<file path="config.mk">
export PLATFORM = sky130hd
export DESIGN_NAME = hazard_ctrl
export DESIGN_NICKNAME = d
export VERILOG_FILES = /design/src/rtl/hazard_ctrl.sv
export SDC_FILE = /design/constraint.sdc
export NUM_CORES = 1
export LEC_CHECK = 0
export ABC_AREA = 1
export CORE_MARGIN = 8
export CORE_UTILIZATION = 40
export DETAILED_ROUTE_END_ITERATION = 8
export REMOVE_ABC_BUFFERS = 1
export SETUP_SLACK_MARGIN = 0.1
export SLEW_MARGIN = 10
export SYNTH_ARGS = -nofsm -noshare
export SYNTH_HDL_FRONTEND = slang
export SYNTH_SLANG_ARGS = --single-unit
export TNS_END_PERCENT = 10
</file>
<file path="constraint.sdc">
create_clock -name clk -period 4.1 [get_ports clk]
set_clock_uncertainty 0.1 [all_clocks]
set_input_delay 0.41 -clock clk [delete_from_list [all_inputs] [get_ports clk]]
set_output_delay 0.41 -clock clk [all_outputs]
set_load 0.01 [all_outputs]
</file>
<file path="src/rtl/hazard_ctrl.sv">
// hazard_ctrl: LEGv8 5-stage hazard unit. Tracks EX/MEM/WB register writers,
// stalls F/D, bubbles ID/EX, flushes IF/ID on a taken branch and counts stalls.
// Ports: clk, reset (async high); decode-stage sources/dest/controls in;
// stall_F, stall_D, bubble_E, flush_D, fwdA_E, fwdB_E, stall_cnt out.
// Optional macro FORWARDING_EN: only load-use stalls, EX forwarding selects.
module hazard_ctrl (
  input  logic        clk,
  input  logic        reset,
  input  logic        valid_D,
  input  logic [4:0]  ra1_D,
  input  logic [4:0]  ra2_D,
  input  logic        use1_D,
  input  logic        use2_D,
  input  logic        regWrite_D,
  input  logic        memRead_D,
  input  logic [4:0]  wa3_D,
  input  logic        flush_M,
  output logic        stall_F,
  output logic        stall_D,
  output logic        bubble_E,
  output logic        flush_D,
  output logic [1:0]  fwdA_E,
  output logic [1:0]  fwdB_E,
  output logic [31:0] stall_cnt
);

  localparam logic [4:0] XZR = 5'd31;

  logic       ex_v_q,  ex_v_d;
  logic [4:0] ex_rd_q, ex_rd_d;
  logic       mem_v_q, mem_v_d;
  logic [4:0] mem_rd_q, mem_rd_d;
  logic       wb_v_q,  wb_v_d;
  logic [4:0] wb_rd_q, wb_rd_d;
  logic [31:0] cnt_q, cnt_d;
  logic       hz;
  logic       hz_only;

`ifdef FORWARDING_EN
  logic       ex_ld_q,  ex_ld_d;
  logic       mem_ld_q, mem_ld_d;
  logic [4:0] ex_s1_q,  ex_s1_d;
  logic [4:0] ex_s2_q,  ex_s2_d;
`else
  logic       unused_ok;
  assign unused_ok = memRead_D;
`endif

  function automatic logic hit(
    input logic       u,
    input logic       v,
    input logic [4:0] rd,
    input logic [4:0] r
  );
    return u & v & (rd == r) & (r != XZR);
  endfunction

`ifdef FORWARDING_EN
  function automatic logic [1:0] fsel(input logic [4:0] s);
    if (mem_v_q && !mem_ld_q && mem_rd_q == s && s != XZR)
      return 2'b10;
    else if (wb_v_q && wb_rd_q == s && s != XZR)
      return 2'b01;
    else
      return 2'b00;
  endfunction
`endif

  always_comb begin
`ifdef FORWARDING_EN
    hz = ex_ld_q
       & (hit(use1_D, ex_v_q, ex_rd_q, ra1_D)
        | hit(use2_D, ex_v_q, ex_rd_q, ra2_D));
`else
    // Regfile writes at end of WB, so a WB writer still blocks a D reader.
    hz = hit(use1_D, ex_v_q,  ex_rd_q,  ra1_D)
       | hit(use2_D, ex_v_q,  ex_rd_q,  ra2_D)
       | hit(use1_D, mem_v_q, mem_rd_q, ra1_D)
       | hit(use2_D, mem_v_q, mem_rd_q, ra2_D)
       | hit(use1_D, wb_v_q,  wb_rd_q,  ra1_D)
       | hit(use2_D, wb_v_q,  wb_rd_q,  ra2_D);
`endif
    hz = hz & valid_D;
    hz_only = hz & ~flush_M;

    stall_F  = 1'b0;
    stall_D  = 1'b0;
    bubble_E = 1'b0;
    flush_D  = 1'b0;
    unique case (1'b1)
      flush_M: begin
        flush_D  = 1'b1;
        bubble_E = 1'b1;
      end
      hz_only: begin
        stall_F  = 1'b1;
        stall_D  = 1'b1;
        bubble_E = 1'b1;
      end
      default: ;
    endcase

    ex_v_d  = valid_D & regWrite_D & (wa3_D != XZR);
    ex_rd_d = wa3_D;
`ifdef FORWARDING_EN
    ex_ld_d = memRead_D;
    ex_s1_d = ra1_D;
    ex_s2_d = ra2_D;
`endif
    if (bubble_E) begin
      ex_v_d  = 1'b0;
      ex_rd_d = 5'd0;
`ifdef FORWARDING_EN
      ex_ld_d = 1'b0;
      ex_s1_d = 5'd0;
      ex_s2_d = 5'd0;
`endif
    end

    // The instruction in EX is younger than the branch resolving in MEM.
    mem_v_d  = ex_v_q & ~flush_M;
    mem_rd_d = ex_rd_q;
`ifdef FORWARDING_EN
    mem_ld_d = ex_ld_q;
`endif
    wb_v_d   = mem_v_q;
    wb_rd_d  = mem_rd_q;

    cnt_d = cnt_q;
    if (stall_D && cnt_q != 32'hFFFF_FFFF)
      cnt_d = cnt_q + 32'd1;

`ifdef FORWARDING_EN
    fwdA_E = fsel(ex_s1_q);
    fwdB_E = fsel(ex_s2_q);
`else
    fwdA_E = 2'b00;
    fwdB_E = 2'b00;
`endif
  end

  assign stall_cnt = cnt_q;

  always_ff @(posedge clk or posedge reset) begin
    if (reset) begin
      ex_v_q   <= 1'b0;
      ex_rd_q  <= 5'd0;
      mem_v_q  <= 1'b0;
      mem_rd_q <= 5'd0;
      wb_v_q   <= 1'b0;
      wb_rd_q  <= 5'd0;
      cnt_q    <= 32'd0;
`ifdef FORWARDING_EN
      ex_ld_q  <= 1'b0;
      mem_ld_q <= 1'b0;
      ex_s1_q  <= 5'd0;
      ex_s2_q  <= 5'd0;
`endif
    end else begin
      ex_v_q   <= ex_v_d;
      ex_rd_q  <= ex_rd_d;
      mem_v_q  <= mem_v_d;
      mem_rd_q <= mem_rd_d;
      wb_v_q   <= wb_v_d;
      wb_rd_q  <= wb_rd_d;
      cnt_q    <= cnt_d;
`ifdef FORWARDING_EN
      ex_ld_q  <= ex_ld_d;
      mem_ld_q <= mem_ld_d;
      ex_s1_q  <= ex_s1_d;
      ex_s2_q  <= ex_s2_d;
`endif
    end
  end

endmodule
</file>
==> results by group <==
Worst setup path
  • Crit path capture: bubble_E
  • R2r endpoint: stall_cnt[17]$_DFFE_PP0P_
  • Crit Path Category: in -> out
  • Delay-heaviest family, CP: buffers and inverters
  • Critical path startpoint: ra2_D[1]
  • Worst r2r src: stall_cnt[0]$_DFFE_PP0P_
  • CP Launch Type: primary input
  • Crit-path cells: clkdlybuf4s50_1, inv_2, nand2_1, nand2_1, nor2_1, nand3_1, nand3_1, nand2_1, nand2_2, nand2_1, nand2_1, clkdlybuf4s50_1
  • Buffers and inverters on the worst path: 3
  • Worst reg2reg path depth: 7
  • Worst EP required: 3590 ps
  • Critical path arrival: 2500 ps
  • Crit Path Max Fanout: 7
  • Crit end category: output port
  • Levels on crit path: 12
  • FF-to-FF setup slack: 1680 ps
  • Top cell by count, worst path: nand2_1
  • Slowest CP cell: clkdlybuf4s50_1
  • Worst stage delay on the critical path: 600 ps

Power
  • P_leak: 0.00200 µW
  • Power per cell area: 236 nW/µm²
  • Register share of total power: 0.561
  • Logic pwr share: 0.108
  • Switch share: 0.260
  • Pint: 681 µW
  • Clk pwr share: 0.331
  • Peak VDD IR: 0.000118 V
  • P_sw: 239 µW

Die
  • Die Y: 105 µm
  • Die area: 11100 µm²
  • IO Count: 63
  • Cell Rows: 32
  • Area of the core: 7730 µm²
  • Starting Density: 0.413
  • Die W: 105 µm

Final layout
  • Fraction of layout cells with a size suffix above 1: 0.0451
  • Filler cell count: 807
  • Post-route cell area: 3900 µm²
  • Area Growth Syn to Fin: 22.0%
  • NumNets Final: 555
  • Antenna diodes: 0

Routing
  • Antenna-violating nets left: 0
  • TritonRoute pass-1 iters: 4
  • Vias: 2990
  • Via density: 4.72
  • DRT iter0 DRCs: 103
  • DR DRC count: 0
  • Wire per inst: 13.4 µm
  • Total wire length: 8520 µm

STA
  • Fin. max-slew vios: 0
  • Final worst-path cycle share: 0.733
  • Post-route minimum period: 3010 ps
  • Actual slew at the worst max-slew pin: 1040 ps
  • Fin Hold WS: 330 ps
  • Sum of negative setup slack: 0 ps
  • Max Clk Rate: 0.333 GHz
  • Worst slew margin: 0.308
  • Setup violations, final: 0
  • Hold Fails Final Rpt: 0
  • RSZ-0062 raised after global routing: no

Synthesis
  • Synth Warn #: 0
  • Sequential area share after synthesis: 0.392
  • Synth Area per Inst: 6.71 µm²
  • Yosys reg bits: 50
  • Post-synth top area cell: dfrtp_1
  • Yosys top cell area share: 0.392
  • Synthesized instance count: 476
  • Netlist Area Pre-Place: 3190 µm²
  • Synth area leaders: dfrtp_1, nand2_1, nor2_1
  • Library cells used by synthesis: 26

Global route
  • Global-route wire length before repair: 14200 µm
  • Vias in the first global route: 2890
  • GRT Total Usage: 0.155
  • GR Overflow Total: 0
  • Largest net degree at the start of global routing: 51
  • Initial antenna violation count: 0

Clock network
  • Clock Sinks: 50
  • CTS H-tree lvls: 2
  • Post-CTS Resized: 0
  • Cts bufs inserted: 5
  • Post-CTS Hold Fix Bufs: 0
  • Post-CTS Setup Bufs: 0
  • Clk Latency, worst-skew pair: 310 ps
  • CTS clock-pin slew for the worst setup and hold paths: 90 ps
  • Clock Path Buffers: 2
  • CTS tree: done
  • CTS Root Cell: clkbuf_8

Min path
  • Hold path depth: 0
  • Hold Crit Class: reg -> reg

Run status
  • Outcome: completed

Placed design
  • Post-DP Area: 3800 µm²
  • Estimated wirelength of the detail-placed design: 6520 µm
  • Port Buffers: 57
  • Placer congestion estimate: 0.851

Job
  • Max Cap Violations: 0
## kinds of logic (layout without fill, tap and decap cells)
family | Yosys count | after routing | synth area share
buf+inv | 64 | 117 | 0.0929
xor+xnor | 30 | 30 | 0.0823
flops | 50 | 50 | 0.392
other cells | 1 | 4 | 0.00117
simple gates | 326 | 326 | 0.420
fa+ha+maj | 1 | 1 | 0.00392
compound gates | 4 | 4 | 0.00744
## power by group through the flow
stage / clock, µW / sequential (µW) / combinational [µW]
2_1_floorplan: 0 / 523 / 52.1
3_3_place_gp: 0 / 525 / 99.4
3_5_place_dp: 0 / 525 / 100
4_1_cts: 314 / 516 / 101
5_1_grt: 329 / 517 / 114
6_report: 305 / 516 / 99.2
## worst min-delay path by stage
stage	from	endpoint	slack, ps
CTS	mem_v_q$_DFF_PP0_	wb_v_q$_DFF_PP0_	340
global route	mem_v_q$_DFF_PP0_	wb_v_q$_DFF_PP0_	340
detailed placement	mem_v_q$_DFF_PP0_	wb_v_q$_DFF_PP0_	310
global placement	mem_v_q$_DFF_PP0_	wb_v_q$_DFF_PP0_	290
floorplan	ex_rd_q[3]$_DFF_PP0_	mem_rd_q[3]$_DFF_PP0_	270
finish	mem_v_q$_DFF_PP0_	wb_v_q$_DFF_PP0_	330
## placed cells by master (no fill, tap or decap)
master	n
nand4_1	9
nand3b_1	1
dfrtp_1	50
nor4_2	1
o21ai_1	1
nand2_1	219
clkdlybuf4s50_1	57
clkbuf_8	6
inv_1	43
nor4_1	1
nand3_2	1
nor2_1	51
clkinv_2	1
clkinvlp_4	1
o311ai_0	1
xnor2_1	11
nor2_2	1
inv_2	9
nand4_2	1
nand3_1	21
nor3_1	17
ha_1	1
o21ai_0	2
xor2_1	19
nor2_4	1
nand2_2	1
conb_1	4
nor3_2	1
## layout make-up
cell class	count	area, µm²	area share
well taps	102	128	0.0328
clock buffers	6	82.6	0.0212
flip-flops and latches	50	1250	0.321
clock inverters	2	12.5	0.00321
multi-input cells	365	1660	0.425
repair buffers	57	571	0.146
inverters	52	195	0.0501
## per-stage QoR
step	setup slack [ps]	std cells	power [µW]	util
2_1_floorplan	2170	467	575	-
3_3_place_gp	1100	626	624	0.492
3_5_place_dp	1110	626	625	0.492
4_1_cts	1100	634	930	0.504
5_1_grt	907	634	960	0.504
6_report	1090	634	920	0.504
## per-layer routing
layer	wire length [µm]	vias up	track usage
li1	-	1557	-
met1	4150	1364	0.204
met2	3870	61	0.252
met3	399	8	0.0335
met4	98	0	0.0418
met5	0	-	0
## sequential cells by signal (all words and copies together), names as in the netlist
| signal | cells |
|---|---|
| ex_rd_q | 5 |
| ex_v_q | 1 |
| mem_rd_q | 5 |
| mem_v_q | 1 |
| stall_cnt | 32 |
| wb_rd_q | 5 |
| wb_v_q | 1 |
## cell usage after synthesis
library cell and n:
nor3_1 17, buf_6 3, nor3_2 1, nand3b_1 1, nand4_2 1, nor2_4 1
ha_1 1, conb_1 1, inv_1 44, nand4_1 9, nand2_2 1, dfrtp_1 50
nand2_1 219, nor4_1 1, nor4_2 1, inv_2 8, nor2_2 1, o311ai_0 1
o21ai_0 2, nand3_1 21, buf_4 9, xor2_1 19, o21ai_1 1, nand3_2 1
nor2_1 51, xnor2_1 11
Note: power is estimated with default switching activity, not from simulation.
